<file path="config.mk">
export PLATFORM = sky130hd
export DESIGN_NAME = muldiv_seq
export DESIGN_NICKNAME = d
export VERILOG_FILES = /design/src/rtl/muldiv_seq.sv
export SDC_FILE = /design/constraint.sdc
export NUM_CORES = 1
export LEC_CHECK = 0
export ABC_AREA = 1
export CAP_MARGIN = 30
export CORE_MARGIN = 3
export CORE_UTILIZATION = 45
export CTS_CLUSTER_DIAMETER = 30
export DETAILED_ROUTE_END_ITERATION = 10
export HOLD_SLACK_MARGIN = 0.1
export PLACE_DENSITY_LB_ADDON = 0.3
export SLEW_MARGIN = 40
export SYNTH_ARGS = -nofsm -noshare
export SYNTH_HDL_FRONTEND = slang
export SYNTH_SLANG_ARGS = --single-unit
</file>
<file path="constraint.sdc">
create_clock -name clk -period 5.72 [get_ports clk]
set_clock_uncertainty 0.2 [all_clocks]
set_input_delay 0.858 -clock clk [delete_from_list [all_inputs] [get_ports clk]]
set_output_delay 0.858 -clock clk [all_outputs]
set_load 0.005 [all_outputs]
</file>
<file path="src/rtl/muldiv_seq.sv">
`timescale 1ns/1ps
// ---------------------------------------------------------------------------
// muldiv_seq
//
// Iterative RV32M/RV64M multiply/divide unit for the execute stage.
// Decodes funct3 on its own and runs either a radix-2 shift-add multiplier
// or a restoring divider. Each runs one step per clock over XLEN clocks.
// Divide-by-zero and signed-overflow divides finish straight from the
// accept edge without iterating.
//
// Ports
//   clk        rising-edge clock
//   reset_n    asynchronous active-low reset
//   in_valid   operation request
//   in_ready   unit can take a request this cycle
//   funct3     M-extension operation select
//   op_a       rs1 value
//   op_b       rs2 value
//   flush      cancel the in-flight operation and drop any held result
//   out_valid  result available
//   out_ready  consumer takes the result
//   result     operation result, stable while out_valid is high
//   busy       unit is iterating
// ---------------------------------------------------------------------------
module muldiv_seq #(
    parameter int XLEN = 32
) (
    input  logic            clk,
    input  logic            reset_n,
    input  logic            in_valid,
    output logic            in_ready,
    input  logic [2:0]      funct3,
    input  logic [XLEN-1:0] op_a,
    input  logic [XLEN-1:0] op_b,
    input  logic            flush,
    output logic            out_valid,
    input  logic            out_ready,
    output logic [XLEN-1:0] result,
    output logic            busy
);

    localparam int CW = $clog2(XLEN) + 1;

    localparam logic [2:0] F3_MUL    = 3'b000;
    localparam logic [2:0] F3_MULH   = 3'b001;
    localparam logic [2:0] F3_MULHSU = 3'b010;
    localparam logic [2:0] F3_DIV    = 3'b100;
    localparam logic [2:0] F3_REM    = 3'b110;

    localparam logic [XLEN-1:0] MOST_NEG = {1'b1, {(XLEN-1){1'b0}}};

    typedef enum logic [1:0] {
        IDLE = 2'd0,
        BUSY = 2'd1,
        DONE = 2'd2
    } state_t;

    state_t            state_reg;
    logic [CW-1:0]     count_reg;
    logic [2:0]        funct3_reg;
    logic              neg_res_reg;
    // Multiply: {partial product high, multiplier shifting out}.
    // Divide:   {partial remainder, dividend shifting out / quotient in}.
    logic [2*XLEN-1:0] acc_reg;
    // Multiplicand magnitude or divisor magnitude.
    logic [XLEN-1:0]   operand_reg;
    logic [XLEN-1:0]   result_reg;
    logic              out_valid_reg;
    logic              busy_reg;

    logic              accept;

    // ------------------------------------------------------------------
    // Request decode (only meaningful in the accept cycle)
    // ------------------------------------------------------------------
    logic              is_div_in;
    logic              signed_a_in;
    logic              signed_b_in;
    logic              sign_a_in;
    logic              sign_b_in;
    logic              neg_res_in;
    logic              div_zero_in;
    logic              overflow_in;
    logic              special_in;
    logic [XLEN-1:0]   mag_a_in;
    logic [XLEN-1:0]   mag_b_in;
    logic [XLEN-1:0]   special_result_in;

    always_comb begin
        is_div_in   = funct3[2];
        signed_a_in = (funct3 == F3_MULH) || (funct3 == F3_MULHSU) ||
                      (funct3 == F3_DIV)  || (funct3 == F3_REM);
        // MULHSU treats rs2 as unsigned, so its sign never contributes.
        signed_b_in = (funct3 == F3_MULH) || (funct3 == F3_DIV) ||
                      (funct3 == F3_REM);
        sign_a_in   = signed_a_in & op_a[XLEN-1];
        sign_b_in   = signed_b_in & op_b[XLEN-1];

        // Negating the most-negative value yields the same bit pattern,
        // which read as unsigned is exactly its magnitude.
        mag_a_in = sign_a_in ? -op_a : op_a;
        mag_b_in = sign_b_in ? -op_b : op_b;

        if (!is_div_in) begin
            neg_res_in = sign_a_in ^ sign_b_in;
        end else if (!funct3[1]) begin
            neg_res_in = sign_a_in ^ sign_b_in;   // quotient
        end else begin
            neg_res_in = sign_a_in;               // remainder follows dividend
        end

        div_zero_in = is_div_in && (op_b == '0);
        overflow_in = ((funct3 == F3_DIV) || (funct3 == F3_REM)) &&
                      (op_a == MOST_NEG) && (op_b == '1);
        special_in  = div_zero_in | overflow_in;

        if (div_zero_in) begin
            special_result_in = funct3[1] ? op_a : '1;
        end else begin
            special_result_in = funct3[1] ? '0 : op_a;
        end
    end

    // ------------------------------------------------------------------
    // One iteration step plus the sign fix-up applied on the last step
    // ------------------------------------------------------------------
    logic [XLEN-1:0]   acc_hi;
    logic [XLEN-1:0]   acc_lo;
    logic [XLEN:0]     mul_sum;
    logic [2*XLEN-1:0] mul_next;
    logic [XLEN:0]     rem_shift;
    logic              rem_ge;
    logic [XLEN-1:0]   rem_diff;
    logic [2*XLEN-1:0] div_next;
    logic [2*XLEN-1:0] step_acc;
    logic [2*XLEN-1:0] prod;
    logic [XLEN-1:0]   div_val;
    logic [XLEN-1:0]   div_res;
    logic [XLEN-1:0]   final_result;

    always_comb begin
        acc_hi = acc_reg[2*XLEN-1:XLEN];
        acc_lo = acc_reg[XLEN-1:0];

        // Shift-add: add the multiplicand into the high half when the
        // current multiplier bit is set, then shift the whole thing right.
        mul_sum  = {1'b0, acc_hi} + (acc_lo[0] ? {1'b0, operand_reg} : '0);
        mul_next = {mul_sum, acc_lo[XLEN-1:1]};

        // Restoring divide: bring in the next dividend bit and subtract the
        // divisor only if it fits. The difference is below the divisor, so
        // its low XLEN bits are the whole value.
        rem_shift = {acc_hi, acc_lo[XLEN-1]};
        rem_ge    = rem_shift >= {1'b0, operand_reg};
        rem_diff  = rem_shift[XLEN-1:0] - operand_reg;
        div_next  = {(rem_ge ? rem_diff : rem_shift[XLEN-1:0]),
                     acc_lo[XLEN-2:0], rem_ge};

        step_acc = funct3_reg[2] ? div_next : mul_next;

        prod    = neg_res_reg ? -step_acc : step_acc;
        div_val = funct3_reg[1] ? step_acc[2*XLEN-1:XLEN] : step_acc[XLEN-1:0];
        div_res = neg_res_reg ? -div_val : div_val;

        if (!funct3_reg[2]) begin
            final_result = (funct3_reg[1:0] == 2'b00) ? prod[XLEN-1:0]
                                                      : prod[2*XLEN-1:XLEN];
        end else begin
            final_result = div_res;
        end
    end

    // DONE with a taken result frees the unit in the same edge.
    assign in_ready = (state_reg == IDLE) || ((state_reg == DONE) && out_ready);
    assign accept   = in_valid && in_ready && !flush;

    // ------------------------------------------------------------------
    // Control FSM and datapath registers
    // ------------------------------------------------------------------
    always_ff @(posedge clk or negedge reset_n) begin
        if (!reset_n) begin
            state_reg     <= IDLE;
            count_reg     <= '0;
            funct3_reg    <= '0;
            neg_res_reg   <= 1'b0;
            acc_reg       <= '0;
            operand_reg   <= '0;
            result_reg    <= '0;
            out_valid_reg <= 1'b0;
            busy_reg      <= 1'b0;
        end else if (flush) begin
            state_reg     <= IDLE;
            count_reg     <= '0;
            out_valid_reg <= 1'b0;
            busy_reg      <= 1'b0;
        end else if (accept) begin
            funct3_reg  <= funct3;
            neg_res_reg <= neg_res_in;
            count_reg   <= '0;
            if (special_in) begin
                state_reg     <= DONE;
                result_reg    <= special_result_in;
                out_valid_reg <= 1'b1;
                busy_reg      <= 1'b0;
            end else begin
                state_reg     <= BUSY;
                out_valid_reg <= 1'b0;
                busy_reg      <= 1'b1;
                if (is_div_in) begin
                    acc_reg     <= {{XLEN{1'b0}}, mag_a_in};
                    operand_reg <= mag_b_in;
                end else begin
                    acc_reg     <= {{XLEN{1'b0}}, mag_b_in};
                    operand_reg <= mag_a_in;
                end
            end
        end else begin
            case (state_reg)
                BUSY: begin
                    acc_reg   <= step_acc;
                    count_reg <= count_reg + CW'(1);
                    // The final step's output is sign-corrected and
                    // registered in the same edge that enters DONE.
                    if (count_reg == CW'(XLEN - 1)) begin
                        state_reg     <= DONE;
                        result_reg    <= final_result;
                        out_valid_reg <= 1'b1;
                        busy_reg      <= 1'b0;
                    end
                end
                DONE: begin
                    if (out_ready) begin
                        state_reg     <= IDLE;
                        out_valid_reg <= 1'b0;
                    end
                end
                default: begin
                    state_reg <= IDLE;
                end
            endcase
        end
    end

    assign out_valid = out_valid_reg;
    assign busy      = busy_reg;
    assign result    = result_reg;

endmodule

</file>
== Yosys cells after proc, flatten, opt, wreduce, memory -nomap -nowiden ==
Cells that the tools add are included.
Cells by class
  add/sub/neg operators: 7
  order comparisons: 1
  eq/ne operators: 13
  multiplexer cells: 44
  bitwise operators: 6
  reduce and logical (&&, ||, !) cells: 29
Operators by type and width (number)
  32-bit 2-to-1 mux: 17
  64-bit 2-to-1 mux: 5
  32-bit negation: 3
  32-bit == test (second input constant): 2
  64-bit negation: 1
  32-bit by 32-bit adder with 33-bit output: 1
  33-bit by 32-bit greater-or-equal comparator with 1-bit output: 1
  32-bit logical NOT: 1
  32-bit subtractor: 1
  6-bit 2-to-1 mux: 3
  1-bit 2-to-1 mux: 12
  2-bit 2-to-1 mux: 5
  3-bit AND reduction: 3
  4-bit != test (second input constant): 2
  1-bit logical OR: 7
  6-bit by 1-bit adder with 6-bit output (second input constant): 1
  3-bit == test (second input constant): 2
  6-bit by 5-bit == test with 1-bit output (second input constant): 1
  1-bit logical AND: 6
  2-bit AND reduction: 3
  3-bit nonzero test: 2
  2-bit logical NOT: 2
  2-bit case mux with 2 select lines: 1
  4-bit AND reduction: 1
  14 further kinds: 17
Word-level totals
  bits in registers: 142
  input bits: 72
  logic and storage cells: 109

== Depth between registers and ports, before layout ==
  depth after elaboration: 10
  gate-level depth with buffers: 32
  gate-level depth less buffers: 32

== Worst setup path before layout ==
OpenSTA, ideal clock, no wires.
  path type: register -> register
  start: register acc_reg[0]
  end: register result_reg[31] (netlist: result[31])
  data arrival time: 3.418 ns
  path slack: 1.982 ns
  cell stages (with the launch flop): 32
  buffers on the path: 2
  clock period less this slack: 3.738 ns
  path through: dfrtp_1 clkbuf_1 clkbuf_1 nand2_1 inv_1 ha_1 inv_1 fa_1 inv_1 nand2_1 o21ai_0 nand2_1 nand2_1 nand2_1 nand2_1 nand2_1 nand2_1 nand2_1 nand2_2 nand2_1 nand2_2 nand2_1 nor2_1 nand2_2 nor2_4 nand2_1 nand2_1 nand2_1 nand3_1 nand2_1 nand2_1 a21oi_2
On the way
  cells in the longest elaborated chain, start to end: 10
Ends and longest elaborated chain
  start: declaration: RTL line 64  | logic [2*XLEN-1:0] acc_reg;
  start signal: assignment: RTL line 210  | acc_reg <= {{XLEN{1'b0}}, mag_a_in};
  start signal: assignment: RTL line 213  | acc_reg <= {{XLEN{1'b0}}, mag_b_in};
  start signal: assignment: RTL line 220  | acc_reg <= step_acc;
  32-bit 2-to-1 mux: RTL line 147  | mul_sum = {1'b0, acc_hi} + (acc_lo[0] ? {1'b0, operand_reg} : '0);
  32-bit by 32-bit adder with 33-bit output: RTL line 147
  64-bit 2-to-1 mux *: RTL line 159  | step_acc = funct3_reg[2] ? div_next : mul_next;
  64-bit negation or 32-bit 2-to-1 mux (tied branches): RTL line 161, 162
  64-bit 2-to-1 mux or 32-bit negation (tied branches): RTL line 161, 163
  32-bit 2-to-1 mux (on tied branches): RTL line 166, 163
  32-bit 2-to-1 mux *: RTL line 165  | if (!funct3_reg[2]) begin
  32-bit 2-to-1 mux *: RTL line 224  | if (count_reg == CW'(XLEN - 1)) begin
  32-bit 2-to-1 mux *: RTL line 218  | case (state_reg)
  32-bit 2-to-1 mux *: RTL line 196  | end else if (accept) begin
  end signal: assignment: RTL line 202  | result_reg <= special_result_in;
  end signal: assignment: RTL line 226  | result_reg <= final_result;
  end: declaration: RTL line 67  | logic [XLEN-1:0] result_reg;
Every way passes the cells marked *; elsewhere a longest branch is shown, timed or not. The select of a mux whose other input is x is not followed.
A chain may end at the register's enable or synchronous reset.

== Final worst setup path ==
  start: register operand_reg[18]
  end: register result_reg[12] (netlist: result[12])
On the way
  cells in the longest elaborated chain, start to end: 10
Ends and longest elaborated chain
  start: declaration: RTL line 66  | logic [XLEN-1:0] operand_reg;
  start signal: assignment: RTL line 211  | operand_reg <= mag_b_in;
  start signal: assignment: RTL line 214  | operand_reg <= mag_a_in;
  33-bit by 32-bit greater-or-equal comparator with 1-bit output *: RTL line 154  | rem_ge = rem_shift >= {1'b0, operand_reg};
  32-bit 2-to-1 mux: RTL line 156  | div_next = {(rem_ge ? rem_diff : rem_shift[XLEN-1:0]),
  64-bit 2-to-1 mux *: RTL line 159
  64-bit negation or 32-bit 2-to-1 mux (tied branches): RTL line 161, 162
  64-bit 2-to-1 mux or 32-bit negation (tied branches): RTL line 161, 163
  32-bit 2-to-1 mux (on tied branches): RTL line 166, 163
  32-bit 2-to-1 mux *: RTL line 165
  32-bit 2-to-1 mux *: RTL line 224
  32-bit 2-to-1 mux *: RTL line 218
  32-bit 2-to-1 mux *: RTL line 196
Marks and branches as above.

==> impl_metrics.toml <==
[die]
num_rows = 75
core_sq_um = 42200
die_x_um = 213
die_h_um = 213
start_util_pct = 45.8
die_area_sq_um = 45500
io_pins = 107

[logic_synthesis]
synthTopCellsByCount = "nand2_1, inv_1, nor2_1"
synth_simple_gate_area_share_pct = 43.9
synth_edf_count = 0
synthAdderAreaFrac_pct = 4.93
async_flop_share_pct = 100
synth_nets = 3534
synth_top_area_share_pct = 19.5
syn_area_sq_um = 19300
yosysWarningCount = 0
syn_avg_cell_area_sq_um = 5.71
yosysTopAreaCell = "nand2_1"
synth_compound_area_share_pct = 16.2
ys_ff_latch = 142
yosys.area_share.xor_xnor_pct = 4.62
synth_cell_types = 61
yosysMostFrequentCell = "nand2_1"
synthMuxAreaShare_pct = 0
ys_seq_area_share_pct = 18.4
synth_top_family_by_area = "simple AND/OR/NAND/NOR gates"
synth_cells = 3387
synthTopCellsByArea = "nand2_1, dfrtp_1, inv_1"
ys.flop_type = "dfrtp_1"

[grt]
grt_remaining_overflow = 0
grt_max_degree = 94
grt_pass1_wl_um = 130000
grt_pass1_vias = 21300
grtUsageTotal_pct = 37.9
antenna_found_initial = 1

[cells_and_area]
syn2layout_area_growth_pct = 10.9
largest_register_ffs = 64
num-fill-cells = 4560
n_antenna_cell = 0
drive_gt1_share_pct = 7.27
nNetsFinal = 3573
final_util_pct = 50.8

[pwr]
power_switching_share_pct = 63.4
seqPwrFrac_pct = 12.2
ir_drop_mv = 0.429
power.switching_mw = 10.0
p_per_area_nw_per_um2 = 737
combPwrFrac_pct = 79.9
design_power_total_mw = 15.8
p_clk_share_pct = 7.8
leakagePower_nw = 10.7
intPower_mw = 5.79

[run_status]
outcome = "complete, no violations"

[critical_path]
path_class = "register to register"
crit_family = "simple AND/OR/NAND/NOR gates"
end_kind = "register"
critPathMaxFanout = 45
slowest_delay_ns = 0.52
required_ns = 5.85
cpMostUsedCell = "nand2_1"
critPathLaunchType = "register"
slowest_stage = "buf_4"
regToRegStartpoint = "operand_reg[18]"
critPathLaunch = "operand_reg[18]"
cp_num_buf_inv = 2
arrival_ns = 5.25

[timing]
rsz0062_at_grt = "no"
min_period_ns = 5.12
tightestPinTransition_ns = 0.865
finalHoldViolCount = 0
setup_violations = 0
maxSlewViolCount = 0
timing.fmax_mhz = 195
post-route-period-util_pct = 89.4
slew-limit-headroom_pct = 41.7
hold_slack_ns = 0.228
tns_ns = 0

[routing]
wl_per_cell_um = 21.8
totalWireLength_um = 86800
vias = 23300
drt_iter0_markers = 3102
detail-route-antenna-nets = 0
vias_per_cell = 5.87
drc = 0
drtPass1Iterations = 6

[clock_network]
clkTransAtPathRegs_ns = 0.07
cts-buffers-inserted = 17
cts_setup_buffers = 0
clockRootBuffer = "clkbuf_16"
cts.sinks = 142
ctsHoldBuffers = 0
cts_tree = "yes"
insertion_delay_ns = 0.46
clockBufferDepth = 2
cts_resized = 0
h-tree-depth = 4

[placement]
gp_congestion = 1.09
hpwlAfterDp_um = 70100
portBuffers = 106

[min_path]
hp-class = "input pin to asynchronous set/reset pin"

[job]
max_cap_viol_count = 0
## routing by layer
layer | track usage [%] | vias to the layer above | part of all wire (%)
li1 | - | 11000 | -
met1 | 51.6 | 10600 | 41
met2 | 54.0 | 1448 | 40
met3 | 10.5 | 285 | 12
met4 | 20.8 | 2 | 6.5
met5 | 0 | - | 0.012
## cell families after synthesis
kind of cell / after synthesis
AOI/OAI and AO/OA: 554
xor gates and xnor gates: 102
adders and majority gates: 75
buffers and inverters: 581
DFF: 142
and+or+nand+nor: 1933
## placed cells by master, fill, tap and decap left out, types with 6 or more instances in the layout
cell type        count
inv_2               18
o21bai_1             8
and2_1               6
dfrtp_1            140
buf_4               44
o22ai_1             34
nand2_1           1004
nor2_2              18
a21oi_1            171
o21ai_0            212
xnor2_1             30
or2_2               22
nor3_1              36
clkdlybuf4s50_1    105
nand3_2             19
inv_1              425
nand3_1            297
nor4_1              10
nand2_2             47
ha_1                73
o211ai_1            18
o21ai_1             27
o21ai_2             13
a21oi_2              6
a31oi_1             16
nor2_1             364
clkbuf_16           17
o221ai_1            13
nand4_1             65
xor2_1              72
clkinv_1             6
nand3b_1            16
nor2_4              12
a22oi_1              9
## power by group through the flow
stage	clock network (mW)	logic [mW]	registers [mW]
floorplan	0	8.17	1.71
global placement	0	12.1	1.91
detailed placement	0	12.1	1.92
CTS	1.23	12.1	1.91
global route	1.27	13.6	1.97
finish	1.24	12.6	1.93
## final timing paths
check                           cells after the start  slack, ns            to
worst min-delay path                                1       0.23     result[8]
max in group asynchronous                           2       4.07  state_reg[0]
worst min register to register                      2       0.31     out_valid
worst max-delay path                               25       0.60    result[12]
min in group clk                                    2       0.31     out_valid
worst max register to register                     25       0.60    result[12]
## worst register-to-register path, stage by stage (launching register included)
cell	delay [ns]
dfrtp_1	0.42
inv_1	0.20
ha_1	0.34
nand2_1	0.10
nand2_1	0.07
nand2_1	0.07
nand2_1	0.11
a21oi_4	0.18
nor2_2	0.08
nor2_8	0.12
buf_4	0.52
nand2_8	0.35
nand2_1	0.34
nor2_1	0.11
nor2_4	0.25
nand2_1	0.10
nor2_2	0.15
nand2_1	0.09
nand2_1	0.06
nand2_1	0.18
nor2_1	0.14
nand2_1	0.06
nand3_1	0.08
nand3_1	0.26
nand3_1	0.31
a21oi_1	0.10
## stage by stage
step | worst slack [ns] | instances | instance area, sq um
finish | 0.604 | 3978 | 21400
global route | 0.454 | 3978 | 21400
CTS | 0.927 | 3978 | 21400
detailed placement | 0.722 | 3946 | 20800
floorplan | 1.98 | 3387 | 19300
global placement | 0.673 | 3946 | 20800
## layout make-up
cell class	instances	area, sq um	share of cell area (%)
Clock buffer	19	433	2.02
Clock inverter	13	179	0.835
Inverter	450	1690	7.89
Multi-Input combinational cell	2664	13500	62.9
Sequential cell	142	3560	16.6
Tap cell	539	674	3.15
Timing Repair Buffer	151	1410	6.56
No activity file was read; power rests on OpenSTA's default activity.
